**config.mk**
```make
export PLATFORM = sky130hd
export DESIGN_NAME = adc_spi_responder
export DESIGN_NICKNAME = d
export VERILOG_FILES = /design/src/rtl/adc_spi_pkg.sv /design/src/rtl/adc_spi_responder_sync_edge_detect.sv /design/src/rtl/adc_spi_responder.sv
export SDC_FILE = /design/constraint.sdc
export NUM_CORES = 1
export LEC_CHECK = 0
export CORE_MARGIN = 2
export CORE_UTILIZATION = 50
export DETAILED_ROUTE_END_ITERATION = 16
export GPL_ROUTABILITY_DRIVEN = 0
export PLACE_DENSITY = 0.83
export SLEW_MARGIN = 20
export SYNTH_ARGS = -nofsm -noshare
export SYNTH_HDL_FRONTEND = slang
export SYNTH_SLANG_ARGS = --single-unit
```
**constraint.sdc**
```tcl
create_clock -name clk_i -period 5.7 [get_ports clk_i]
set_clock_uncertainty 0.2 [all_clocks]
set_input_delay 1.71 -clock clk_i [delete_from_list [all_inputs] [get_ports clk_i]]
set_output_delay 1.71 -clock clk_i [all_outputs]
set_load 0.02 [all_outputs]
```
**src/rtl/adc_spi_pkg.sv**
```systemverilog
// Shared definitions for the ADC SPI responder, the ADC sampler and their benches.
package adc_spi_pkg;

    localparam int unsigned ADC_DATA_WIDTH = 16;

    typedef enum logic [2:0] {
        ST_IDLE,
        ST_CONVERT,
        ST_WAIT_READ,
        ST_SHIFT,
        ST_DONE
    } adc_resp_state_t;

endpackage

```
**src/rtl/adc_spi_responder_sync_edge_detect.sv**
```systemverilog
// Multi-flop synchroniser for one asynchronous input followed by a one-flop edge detector.
module sync_edge_detect #(
    parameter int unsigned SYNC_STAGES = 2
) (
    input  logic clk_i,
    input  logic reset_i,
    input  logic async_i,
    output logic level_o,
    output logic rise_o,
    output logic fall_o
);

    logic [SYNC_STAGES-1:0] sync_q;
    logic                   prev_q;

    always_ff @(posedge clk_i) begin
        if (reset_i) begin
            sync_q <= '0;
            prev_q <= 1'b0;
        end else begin
            sync_q <= {sync_q[SYNC_STAGES-2:0], async_i};
            prev_q <= sync_q[SYNC_STAGES-1];
        end
    end

    assign level_o = sync_q[SYNC_STAGES-1];
    assign rise_o  = sync_q[SYNC_STAGES-1] & ~prev_q;
    assign fall_o  = ~sync_q[SYNC_STAGES-1] & prev_q;

endmodule

```
**src/rtl/adc_spi_responder.sv**
```systemverilog
// SPI slave emulating the external 16-bit ADC: latches sample_i on conversion start and
// serves it MSB-first on MISO, entirely in the clk_i domain.
module adc_spi_responder
    import adc_spi_pkg::*;
#(
    parameter int unsigned DATA_WIDTH  = ADC_DATA_WIDTH,
    parameter int unsigned CONV_CYCLES = 35,
    parameter int unsigned SYNC_STAGES = 2
) (
    input  logic                  clk_i,
    input  logic                  reset_i,
    input  logic [DATA_WIDTH-1:0] sample_i,
    input  logic                  spi_clk_i,
    input  logic                  cnv_i,
    output logic                  spi_miso_o,
    output logic                  sample_ack_o,
    output logic                  busy_o,
    output logic                  frame_done_o,
    output logic                  early_cnv_o
);

    localparam int unsigned CONV_W = $clog2(CONV_CYCLES + 1);
    localparam int unsigned BIT_W  = $clog2(DATA_WIDTH + 1);

    logic cnv_level, cnv_rise, cnv_fall;
    logic spi_level, spi_rise, spi_fall;
    logic shift_edge;

    adc_resp_state_t       state_q, state_d;
    logic [DATA_WIDTH-1:0] shreg_q, shreg_d;
    logic [CONV_W-1:0]     conv_cnt_q, conv_cnt_d;
    logic [BIT_W-1:0]      bit_cnt_q, bit_cnt_d;
    logic                  ack_q, ack_d;
    logic                  done_q, done_d;
    logic                  early_q, early_d;

    sync_edge_detect #(
        .SYNC_STAGES(SYNC_STAGES)
    ) u_cnv_sync (
        .clk_i  (clk_i),
        .reset_i(reset_i),
        .async_i(cnv_i),
        .level_o(cnv_level),
        .rise_o (cnv_rise),
        .fall_o (cnv_fall)
    );

    sync_edge_detect #(
        .SYNC_STAGES(SYNC_STAGES)
    ) u_spi_clk_sync (
        .clk_i  (clk_i),
        .reset_i(reset_i),
        .async_i(spi_clk_i),
        .level_o(spi_level),
        .rise_o (spi_rise),
        .fall_o (spi_fall)
    );

    // A falling SPI clock only advances the frame while the frame select is held low.
    assign shift_edge = spi_fall && !spi_level && !cnv_level && !spi_rise;

    always_ff @(posedge clk_i) begin
        if (reset_i) begin
            state_q    <= ST_IDLE;
            shreg_q    <= '0;
            conv_cnt_q <= '0;
            bit_cnt_q  <= '0;
            ack_q      <= 1'b0;
            done_q     <= 1'b0;
            early_q    <= 1'b0;
        end else begin
            state_q    <= state_d;
            shreg_q    <= shreg_d;
            conv_cnt_q <= conv_cnt_d;
            bit_cnt_q  <= bit_cnt_d;
            ack_q      <= ack_d;
            done_q     <= done_d;
            early_q    <= early_d;
        end
    end

    always_comb begin
        state_d    = state_q;
        shreg_d    = shreg_q;
        conv_cnt_d = conv_cnt_q;
        bit_cnt_d  = bit_cnt_q;
        ack_d      = 1'b0;
        done_d     = 1'b0;
        early_d    = 1'b0;

        // A conversion start pre-empts whatever the current state is doing.
        if (cnv_rise) begin
            shreg_d    = sample_i;
            ack_d      = 1'b1;
            conv_cnt_d = '0;
            state_d    = ST_CONVERT;
        end else begin
            unique case (state_q)
                ST_CONVERT: begin
                    if (cnv_fall) begin
                        early_d   = 1'b1;
                        bit_cnt_d = '0;
                        state_d   = ST_SHIFT;
                    end else if (conv_cnt_q == CONV_W'(CONV_CYCLES - 1)) begin
                        state_d = ST_WAIT_READ;
                    end else begin
                        conv_cnt_d = conv_cnt_q + 1'b1;
                    end
                end
                ST_WAIT_READ: begin
                    if (cnv_fall) begin
                        bit_cnt_d = '0;
                        state_d   = ST_SHIFT;
                    end
                end
                ST_SHIFT: begin
                    if (shift_edge) begin
                        shreg_d   = {shreg_q[DATA_WIDTH-2:0], 1'b0};
                        bit_cnt_d = bit_cnt_q + 1'b1;
                        if (bit_cnt_q == BIT_W'(DATA_WIDTH - 1)) begin
                            done_d  = 1'b1;
                            state_d = ST_DONE;
                        end
                    end
                end
                default: ;
            endcase
        end
    end

    assign spi_miso_o   = (state_q == ST_SHIFT) ? shreg_q[DATA_WIDTH-1] : 1'b0;
    assign busy_o       = (state_q == ST_CONVERT);
    assign sample_ack_o = ack_q;
    assign frame_done_o = done_q;
    assign early_cnv_o  = early_q;

endmodule

```
Word-level counts from Yosys, hierarchy flattened
Cells that the tools add are included. Widths: inputs -> output; s select.

Add/sub/neg operators: 2. Multiply operators: 0. Divide/modulo/power cells: 0. Magnitude comparators: 0. Equal/unequal tests: 14. Shift-type cells: 0. Multiplexer cells: 17. Bitwise gates (word level): 14. Reductions and logical operators: 20.

Operators by type and width (number): $mux 16 (3); $mux 3 (5); $mux 5 (2); $not 1->1 (10); $pmux 5 s2 (1); $reduce_and 5->1 (2); $ne 3x3->1 const B (3); $pmux 3 s3 (1); $add 6x1->6 const B (1); $eq 3x2->1 const B (2); $eq 6x6->1 const B (1); $ne 2x2->1 const B (3); $reduce_bool 2->1 (3); $add 5x1->5 const B (1); $eq 5x4->1 const B (1); $mux 1 (5); $and 1x1->1 (4); $ne 4x1->1 const B (1); $reduce_and 4->1 (1); $reduce_bool 4->1 (1); $reduce_or 2->1 (2); $reduce_or 4->1 (1); $eq 3x1->1 const B (1); $logic_and 1x1->1 (3); other kinds (7) (9).

Bits in registers: 39. Bits in latches: 0. Memory bits (writable): 0. Memory bits (read-only): 0. Input bits: 20. Logic and storage cells: 79. Memories kept: 0.

Logic depth before layout (Yosys ltp)
Gate-level depths: netlist of the first run.

Depth after elaboration: 8. Depth in mapped cells: 7. Mapped depth without buffers: 6.

Hierarchy
Synthesis of the first run repeated with hierarchy kept, for this count alone.

Cells, all modules: 200. Area, all modules: 1754.2 um2.

Modules (own cells, without submodules): adc_spi_responder (instances 1, cells an instance 184, area each 1571.5 um2, sequential area each 660.6 um2); sync_edge_detect (instances 2, cells an instance 8, area each 91.3 um2, sequential area each 60.1 um2).

Least setup slack after synthesis of the first run
OpenSTA, ideal clock, no wires.

Path kind: input port to flip-flop. From: input port reset_i. To: register bit_cnt_q[2]. Library setup time: 0.120 ns. Data arrival time: 2.608 ns. Required time: 5.380 ns. Slack: 2.773 ns. Cell stages on the path: 4. Buffers on the path: 1. Cells stage by stage: clkbuf_1 > and3b_1 > and3_1 > a211o_1.

RTL lines: from (decl) (RTL line adc_spi_responder.sv:11) `input logic reset_i,`; to (signal assigned) (RTL line adc_spi_responder.sv:75) `bit_cnt_q <= bit_cnt_d;`; to (decl) (RTL line adc_spi_responder.sv:32) `logic [BIT_W-1:0] bit_cnt_q, bit_cnt_d;`.

Worst setup path after layout of the first run
From: register state_q[0]. To: output port busy_o.

Cells in the longest elaborated chain, start to end: 1.

RTL lines: from (decl) (RTL line adc_spi_responder.sv:29) `adc_resp_state_t state_q, state_d;`; from (signal assigned) (RTL line adc_spi_responder.sv:72) `state_q <= state_d;`; $eq 3x1->1 (RTL line adc_spi_responder.sv:132) `assign busy_o = (state_q == ST_CONVERT);`; to (decl) (RTL line adc_spi_responder.sv:17) `output logic busy_o,`.

No other way between the ends.

==> results of run 1 <==
[state kept, by name, summed over array words and instances, names as in the netlist]
signal,cells
frame_done_o,1
conv_cnt_q,6
sample_ack_o,1
u_spi_clk_sync.prev_q,1
u_cnv_sync.sync_q,2
u_cnv_sync.prev_q,1
bit_cnt_q,5
early_cnv_o,1
u_spi_clk_sync.sync_q,2
shreg_q,16
state_q,3
[how the worst min path moves through the flow]
| stage | end | startpoint | cells past startpoint | slack, ns |
|---|---|---|---|---|
| 6_report | u_cnv_sync.sync_q[1]$_SDFF_PP0_ | u_cnv_sync.sync_q[0]$_SDFF_PP0_ | 1 | 0.25 |
| 5_1_grt | u_cnv_sync.sync_q[1]$_SDFF_PP0_ | u_cnv_sync.sync_q[0]$_SDFF_PP0_ | 1 | 0.28 |
| 4_1_cts | u_cnv_sync.sync_q[1]$_SDFF_PP0_ | u_cnv_sync.sync_q[0]$_SDFF_PP0_ | 1 | 0.26 |
| 3_5_place_dp | u_spi_clk_sync.sync_q[1]$_SDFF_PP0_ | u_spi_clk_sync.sync_q[0]$_SDFF_PP0_ | 1 | 0.23 |
| 3_3_place_gp | u_spi_clk_sync.sync_q[1]$_SDFF_PP0_ | u_spi_clk_sync.sync_q[0]$_SDFF_PP0_ | 1 | 0.22 |
| 2_1_floorplan | u_cnv_sync.sync_q[1]$_SDFF_PP0_ | u_cnv_sync.sync_q[0]$_SDFF_PP0_ | 1 | 0.21 |
[cell usage after synthesis, drive strengths merged (3+ instances only)]
library cell,count
a2111oi,14
a21oi,4
and3,8
buf,5
clkbuf,9
dfxtp,39
ha,6
inv,19
nand2,3
nand3,3
nand4,3
nor2,8
nor2b,9
nor3,33
nor4,5
xor2,3
[critical path, cell delays in order, from the launching register on]
cell             delay, ns
dfxtp_1               0.44
and2b_2               0.24
nor2b_1               0.18
clkdlybuf4s50_1       0.62
[stage by stage]
stage                     power (mW)  utilization
after floorplan                0.323            -
after global placement         0.342        0.605
after detailed placement       0.343        0.605
after CTS                      0.501        0.626
after global routing           0.518        0.626
final                          0.496        0.626
[area by class of cell]
cell class	instances	area (sq um)
Inverter	19	71.3
Clock buffer	8	68.8
Tap cell	46	57.6
Sequential cell	39	781
Timing Repair Buffer	26	255
Multi-Input combinational cell	126	903
Fill cell	291	1280
[where the power goes]
part           leakage, nW  switching [mW]  internal [mW]  total (mW)
clock               0.0386          0.0863         0.0726       0.159
sequential           0.317         0.00574          0.281       0.287
combinational        0.495          0.0227         0.0269      0.0496
[layer usage]
| metal | vias up | part of all wire |
|---|---|---|
| met4 | 0 | 0.012 |
| met5 | - | 0 |
| met1 | 656 | 0.48 |
| li1 | 752 | - |
| met2 | 39 | 0.46 |
| met3 | 8 | 0.047 |
[kinds of logic after synthesis]
logic type | Yosys count | synth area share
AND/OR/NAND/NOR | 86 | 0.277
flip-flops | 39 | 0.429
buffers and inverters | 33 | 0.0755
AO/OA/AOI/OAI | 30 | 0.159
adder cells (fa/ha/maj) | 6 | 0.0412
XOR/XNOR | 4 | 0.0192
==> results.toml, run 1 <==
[floorplan]
start_util = 0.533
die_height_um = 64.4
die_w_um = 64.4
io_pins = 25
rows = 21
core_sq_um = 3420
die_area_sq_um = 4140

[cts]
cts_hold_buf = 0
numCtsBuffers = 5
postCtsResizedCells = 0
clkLatencyLatePin_ns = 0.34
h-tree-depth = 2
cts_max_path_buffers = 2
cts_tree = "yes"
root_buffer = "clkbuf_4"
post-cts-setup-buffers = 0
clk_pin_slew_worst_paths_ns = 0.11
clock_sinks = 39

[critical_path]
ff2ff_setup_slack_ns = 3.38
r2r_end = "bit_cnt_q[3]$_SDFFE_PP0P_"
criticalPathCategory = "reg2out"
cp-startpoint = "state_q[0]$_SDFFE_PP0P_"
worst-endpoint-required_ns = 3.79
cp-start-kind = "register"
r2r_cells = 6
cp_data_arrival_time_ns = 1.82
critPathCaptureType = "primary output"
crit_path_end = "busy_o"
worstReg2RegStart = "u_cnv_sync.sync_q[1]$_SDFF_PP0_"
path_max_fanout = 7

[timing]
finalSetupViolCount = 0
finalHoldViolations = 0
whs_ns = 0.250
fin_setup_tns_ns = 0
grt_setup_unrepaired = "no"
fmax_mhz = 268
min_period_over_period = 0.654
setup_slack_ns = 1.97
fin_crit_ns = 3.73
slew_violations = 0
relSlewSlack = 0.584
tightest_slew_ns = 0.624

[detailed_routing]
ant_nets = 0
totalWireLength_um = 3270
dr_total_vias = 1455
drtIter0Drc = 58
wire_per_inst_um = 12.4
vias_per_cell = 5.51
drt-pass1-iter-count = 4
post-route-drc-count = 0

[synthesis]
synth_edf_count = 0
synth.distinct_cells = 43
synth_ff_type = "dfxtp_1"
yosysSeqAreaShare = 0.429
synth.avg_cell_area_sq_um = 9.20
synth_nets = 224
yosysWarnings = 0
yosysTopAreaCell = "dfxtp_1"
async_flop_share = 0
postSynthCellCount = 198
synthTopCellsByArea = "dfxtp_1, nor3_1, a2111oi_2"
synth.top_cell.area_share = 0.429
ys_ff_latch = 39
netlist_area_sq_um = 1820

[placement]
dp_hpwl_um = 2210
dp_cells = 256
port-buffer-count = 24
pre_cts_ws_ns = 2.19
placed_area_sq_um = 2070

[final_layout]
syn_to_final_growth_pct = 17.3
final_common_cell = "dfxtp_1"
fin_area_sq_um = 2140
num_antenna_cells = 0
fin_nets = 243
layout.cells.non_filler = 264
final_cell_mix = "dfxtp_1, nor3_1, clkdlybuf4s50_1"
drive_above_1_share = 0.0963

[grt]
grt_pass1_vias = 1306
grt_max_degree = 53
grtUsageTotal = 0.171
overflow = 0
grt_first_pass_wirelength_um = 5580
use_met1 = 0.205
grt_use_met3 = 0.0423
met2_usage = 0.296
antenna_found_initial = 0
busiest_layer = "met2"

[pwr]
leakagePower_nw = 0.852
pwr_density_cell_nw_per_um2 = 232
irDropWorstVdd_v = 0.000144

[run]
drv_cap = 0

[hold_path]
hp-class = "reg2reg"

[status]
status = "completed"
Note: power is estimated with default switching activity, not from simulation.
==> run 2, diff against run 1 <==
==> constraint.sdc (replaced) <==
create_clock -name clk_i -period 3.75 [get_ports clk_i]
set_clock_uncertainty 0.2 [all_clocks]
set_input_delay 1.125 -clock clk_i [delete_from_list [all_inputs] [get_ports clk_i]]
set_output_delay 1.125 -clock clk_i [all_outputs]
set_load 0.02 [all_outputs]
==> results.toml, run 2 (synthesis gave the netlist of run 1 again) <==
[status]
status = "completed"

[pwr]
p_comb_frac = 0.101
pwr_density_cell_nw_per_um2 = 352
power_switching_mw = 0.174
leakagePower_nw = 0.852
p_clk_frac = 0.319
power_frac_seq = 0.579
power_switching_share = 0.231
irDropWorstVdd_v = 0.000197
internal-power_mw = 0.579

[final_layout]
final_cell_mix = "dfxtp_1, nor3_1, clkdlybuf4s50_1"
layout.cells.non_filler = 264
syn_to_final_growth_pct = 17.3
fin_area_sq_um = 2140
top_register = "shreg_q"
num_antenna_cells = 0
largest_reg_flops = 16
final_common_cell = "dfxtp_1"
drive_above_1_share = 0.0963
fin_nets = 243
reg_top3 = "shreg_q (16), conv_cnt_q (6), bit_cnt_q (5)"

[timing]
slew_violations = 0
finalSetupViolCount = 0
whs_ns = 0.247
fin_setup_tns_ns = 0
grt_setup_unrepaired = "no"
fin_crit_ns = 3.11
finalHoldViolations = 0
fmax_mhz = 321
min_period_over_period = 0.830
relSlewSlack = 0.587
tightest_slew_ns = 0.619

[grt]
overflow = 0
antenna_found_initial = 0
grt_pass1_vias = 1321
grt_max_degree = 52
grt_first_pass_wirelength_um = 5460
grtUsageTotal = 0.168

[cts]
postCtsResizedCells = 0
numCtsBuffers = 5
root_buffer = "clkbuf_4"
cts_hold_buf = 0
h-tree-depth = 2
clock_sinks = 39
cts_max_path_buffers = 2
cts_tree = "yes"
post-cts-setup-buffers = 0
clk_pin_slew_worst_paths_ns = 0.10
clkLatencyLatePin_ns = 0.35

[floorplan]
die_w_um = 64.4
die_height_um = 64.4
start_util = 0.533
io_pins = 25
rows = 21
core_sq_um = 3420
die_area_sq_um = 4140

[critical_path]
slowest_stage = "clkdlybuf4s50_1"
path_max_fanout = 7
path_cells = "and2b_2 > nor2b_1 > clkdlybuf4s50_1"
cp-start-kind = "register"
criticalPathCategory = "reg2out"
worst-endpoint-required_ns = 2.42
cp_data_arrival_time_ns = 1.79
worst_path_largest_cell_delay_ns = 0.62
critPathCaptureType = "primary output"

[detailed_routing]
drtIter0Drc = 109
totalWireLength_um = 3220
vias_per_cell = 5.46
post-route-drc-count = 0
drt-pass1-iter-count = 4
wire_per_inst_um = 12.2
dr_total_vias = 1441
ant_nets = 0

[placement]
port-buffer-count = 24
placed_area_sq_um = 2070
dp_cells = 256
dp_hpwl_um = 2230

[run]
drv_cap = 0

[hold_path]
hp-class = "reg2reg"
-- run 2: final cells by class --
| type | count | area, sq um |
|---|---|---|
| repair buffers | 26 | 255 |
| inverters | 19 | 71.3 |
| well taps | 46 | 57.6 |
| clock buffers | 8 | 68.8 |
| fillers | 304 | 1280 |
| flip-flops and latches | 39 | 781 |
| multi-input cells | 126 | 903 |
-- run 2: power by group through the flow --
stage               registers (mW)  clock network [mW]  logic [mW]
floorplan                    0.444                   0      0.0473
global placement             0.445                   0      0.0747
detailed placement           0.446                   0      0.0760
CTS                          0.437               0.248      0.0764
global route                 0.438               0.263      0.0843
finish                       0.436               0.240      0.0762
-- run 2: path summary, 6_finish.rpt --
check                                                     start                              end  slack [ns]  depth (start not counted)
worst min register to register  u_cnv_sync.sync_q[0]$_SDFF_PP0_  u_cnv_sync.sync_q[1]$_SDFF_PP0_        0.25                          1
worst max-delay path                    state_q[0]$_SDFFE_PP0P_                           busy_o        0.64                          3
worst min-delay path            u_cnv_sync.sync_q[0]$_SDFF_PP0_  u_cnv_sync.sync_q[1]$_SDFF_PP0_        0.25                          1
worst max register to register  u_cnv_sync.sync_q[1]$_SDFF_PP0_        bit_cnt_q[3]$_SDFFE_PP0P_        1.71                          5
-- run 2: per-layer routing --
layer	up-vias	global-route usage	routed length [um]
met2	37	0.294	1490
li1	752	-	-
met5	-	0	0
met1	646	0.190	1520
met4	0	0.0718	53
met3	6	0.0475	160
-- run 2: worst max-delay path: cells and delay by family, from the launching register on --
family | cells | cell delay, ns
buf+inv | 1 | 0.62
simple gates | 2 | 0.40
flops | 1 | 0.43
-- run 2: metrics by stage --
stage	total power, mW	setup slack (ns)	utilization
after detailed placement	0.522	0.987	0.605
after global placement	0.520	1.01	0.605
after CTS	0.760	0.634	0.626
after global routing	0.786	0.512	0.626
final	0.753	0.636	0.626
after floorplan	0.491	1.41	-
==> run 3, diff against run 2 <==
==> constraint.sdc (replaced) <==
create_clock -name clk_i -period 3.15 [get_ports clk_i]
set_clock_uncertainty 0.2 [all_clocks]
set_input_delay 0.945 -clock clk_i [delete_from_list [all_inputs] [get_ports clk_i]]
set_output_delay 0.945 -clock clk_i [all_outputs]
set_load 0.02 [all_outputs]
==> results.toml, run 3 (synthesis gave the netlist of run 1 again) <==
[final_layout]
fin_util = 0.629
top_register = "shreg_q"
final_cell_mix = "dfxtp_1, nor3_1, clkdlybuf4s50_1"
drive_above_1_share = 0.101
largest_reg_flops = 16
fin_nets = 243
num_antenna_cells = 0
syn_to_final_growth_pct = 18.0
fin_area_sq_um = 2150
final_common_cell = "dfxtp_1"
layout.cells.non_filler = 264
reg_top3 = "shreg_q (16), conv_cnt_q (6), bit_cnt_q (5)"

[pwr]
irDropWorstVdd_v = 0.000214
leakagePower_nw = 0.858
pwr_density_cell_nw_per_um2 = 440

[cts]
clkLatencyLatePin_ns = 0.35
h-tree-depth = 2
cts_max_path_buffers = 2
numCtsBuffers = 5
postCtsResizedCells = 0
post-cts-setup-buffers = 0
cts_hold_buf = 0
clk_pin_slew_worst_paths_ns = 0.12
clock_sinks = 39
cts_tree = "yes"
root_buffer = "clkbuf_4"

[detailed_routing]
wire_per_inst_um = 12.3
drtIter0Drc = 82
vias_per_cell = 5.45
ant_nets = 0
dr_total_vias = 1439
drt-pass1-iter-count = 4
post-route-drc-count = 0
totalWireLength_um = 3250

[run]
drv_cap = 0

[timing]
setup_slack_ns = 0.197
min_period_over_period = 0.937
fmax_mhz = 339
relSlewSlack = 0.589
finalSetupViolCount = 0
fin_setup_tns_ns = 0
fin_crit_ns = 2.95
tightest_slew_ns = 0.617
grt_setup_unrepaired = "no"
slew_violations = 0
finalHoldViolations = 0

[placement]
port-buffer-count = 24
dp_cells = 256
pre_cts_ws_ns = 0.470
placed_area_sq_um = 2070
dp_hpwl_um = 2220

[grt]
antenna_found_initial = 0
grtUsageTotal = 0.178
grt_max_degree = 52
grt_first_pass_wirelength_um = 5690
overflow = 0
grt_pass1_vias = 1323

[floorplan]
die_height_um = 64.4
io_pins = 25
start_util = 0.533
die_area_sq_um = 4140
die_w_um = 64.4
core_sq_um = 3420
rows = 21

[hold_path]
hp-class = "reg2reg"

[critical_path]
cp_data_arrival_time_ns = 1.81
path_max_fanout = 7
critPathCaptureType = "primary output"
worst-endpoint-required_ns = 2.00
criticalPathCategory = "reg2out"
cp-start-kind = "register"

[status]
status = "completed"
run 3: power breakdown:
part / total (mW) / switching (mW) / internal (mW)
clock: 0.337 / 0.170 / 0.167
combinational: 0.0899 / 0.0412 / 0.0487
sequential: 0.520 / 0.0102 / 0.509
total: 0.947 / 0.221 / 0.725
run 3: per-stage QoR:
stage                     power (mW)  hold slack, ns
after global placement         0.619           0.218
final                          0.947           0.271
after floorplan                0.585           0.214
after detailed placement       0.621           0.228
after global routing           0.988           0.287
after CTS                      0.961           0.276
run 3: metal layers:
layer / share of wire / vias to the layer above / GRT usage
li1: - / 752 / -
met4: 0.014 / 0 / 0.0718
met3: 0.037 / 5 / 0.0581
met5: 0 / - / 0
met1: 0.48 / 653 / 0.216
met2: 0.47 / 29 / 0.292
run 3: worst max-delay path: stages (launching register included):
cell and delay (ns):
dfxtp_1 0.44, and2b_2 0.25, nor2b_1 0.17, clkdlybuf4s50_1 0.62
run 3: area by class of cell:
type | count | area [sq um]
Multi-Input combinational cell | 126 | 903
Inverter | 19 | 71.3
Clock buffer | 5 | 37.5
Timing Repair Buffer | 26 | 255
Fill cell | 306 | 1270
Clock inverter | 3 | 43.8
Sequential cell | 39 | 781
Tap cell | 46 | 57.6
run 3: path summary, 6_finish.rpt:
| check | start | end | slack [ns] | cells past startpoint |
|---|---|---|---|---|
| worst max-delay path | state_q[0]$_SDFFE_PP0P_ | busy_o | 0.20 | 3 |
| worst min-delay path | u_spi_clk_sync.sync_q[0]$_SDFF_PP0_ | u_spi_clk_sync.sync_q[1]$_SDFF_PP0_ | 0.27 | 1 |
| worst max register to register | state_q[1]$_SDFFE_PP0P_ | shreg_q[14]$_SDFFE_PP0P_ | 1.08 | 3 |
| worst min register to register | u_spi_clk_sync.sync_q[0]$_SDFF_PP0_ | u_spi_clk_sync.sync_q[1]$_SDFF_PP0_ | 0.27 | 1 |
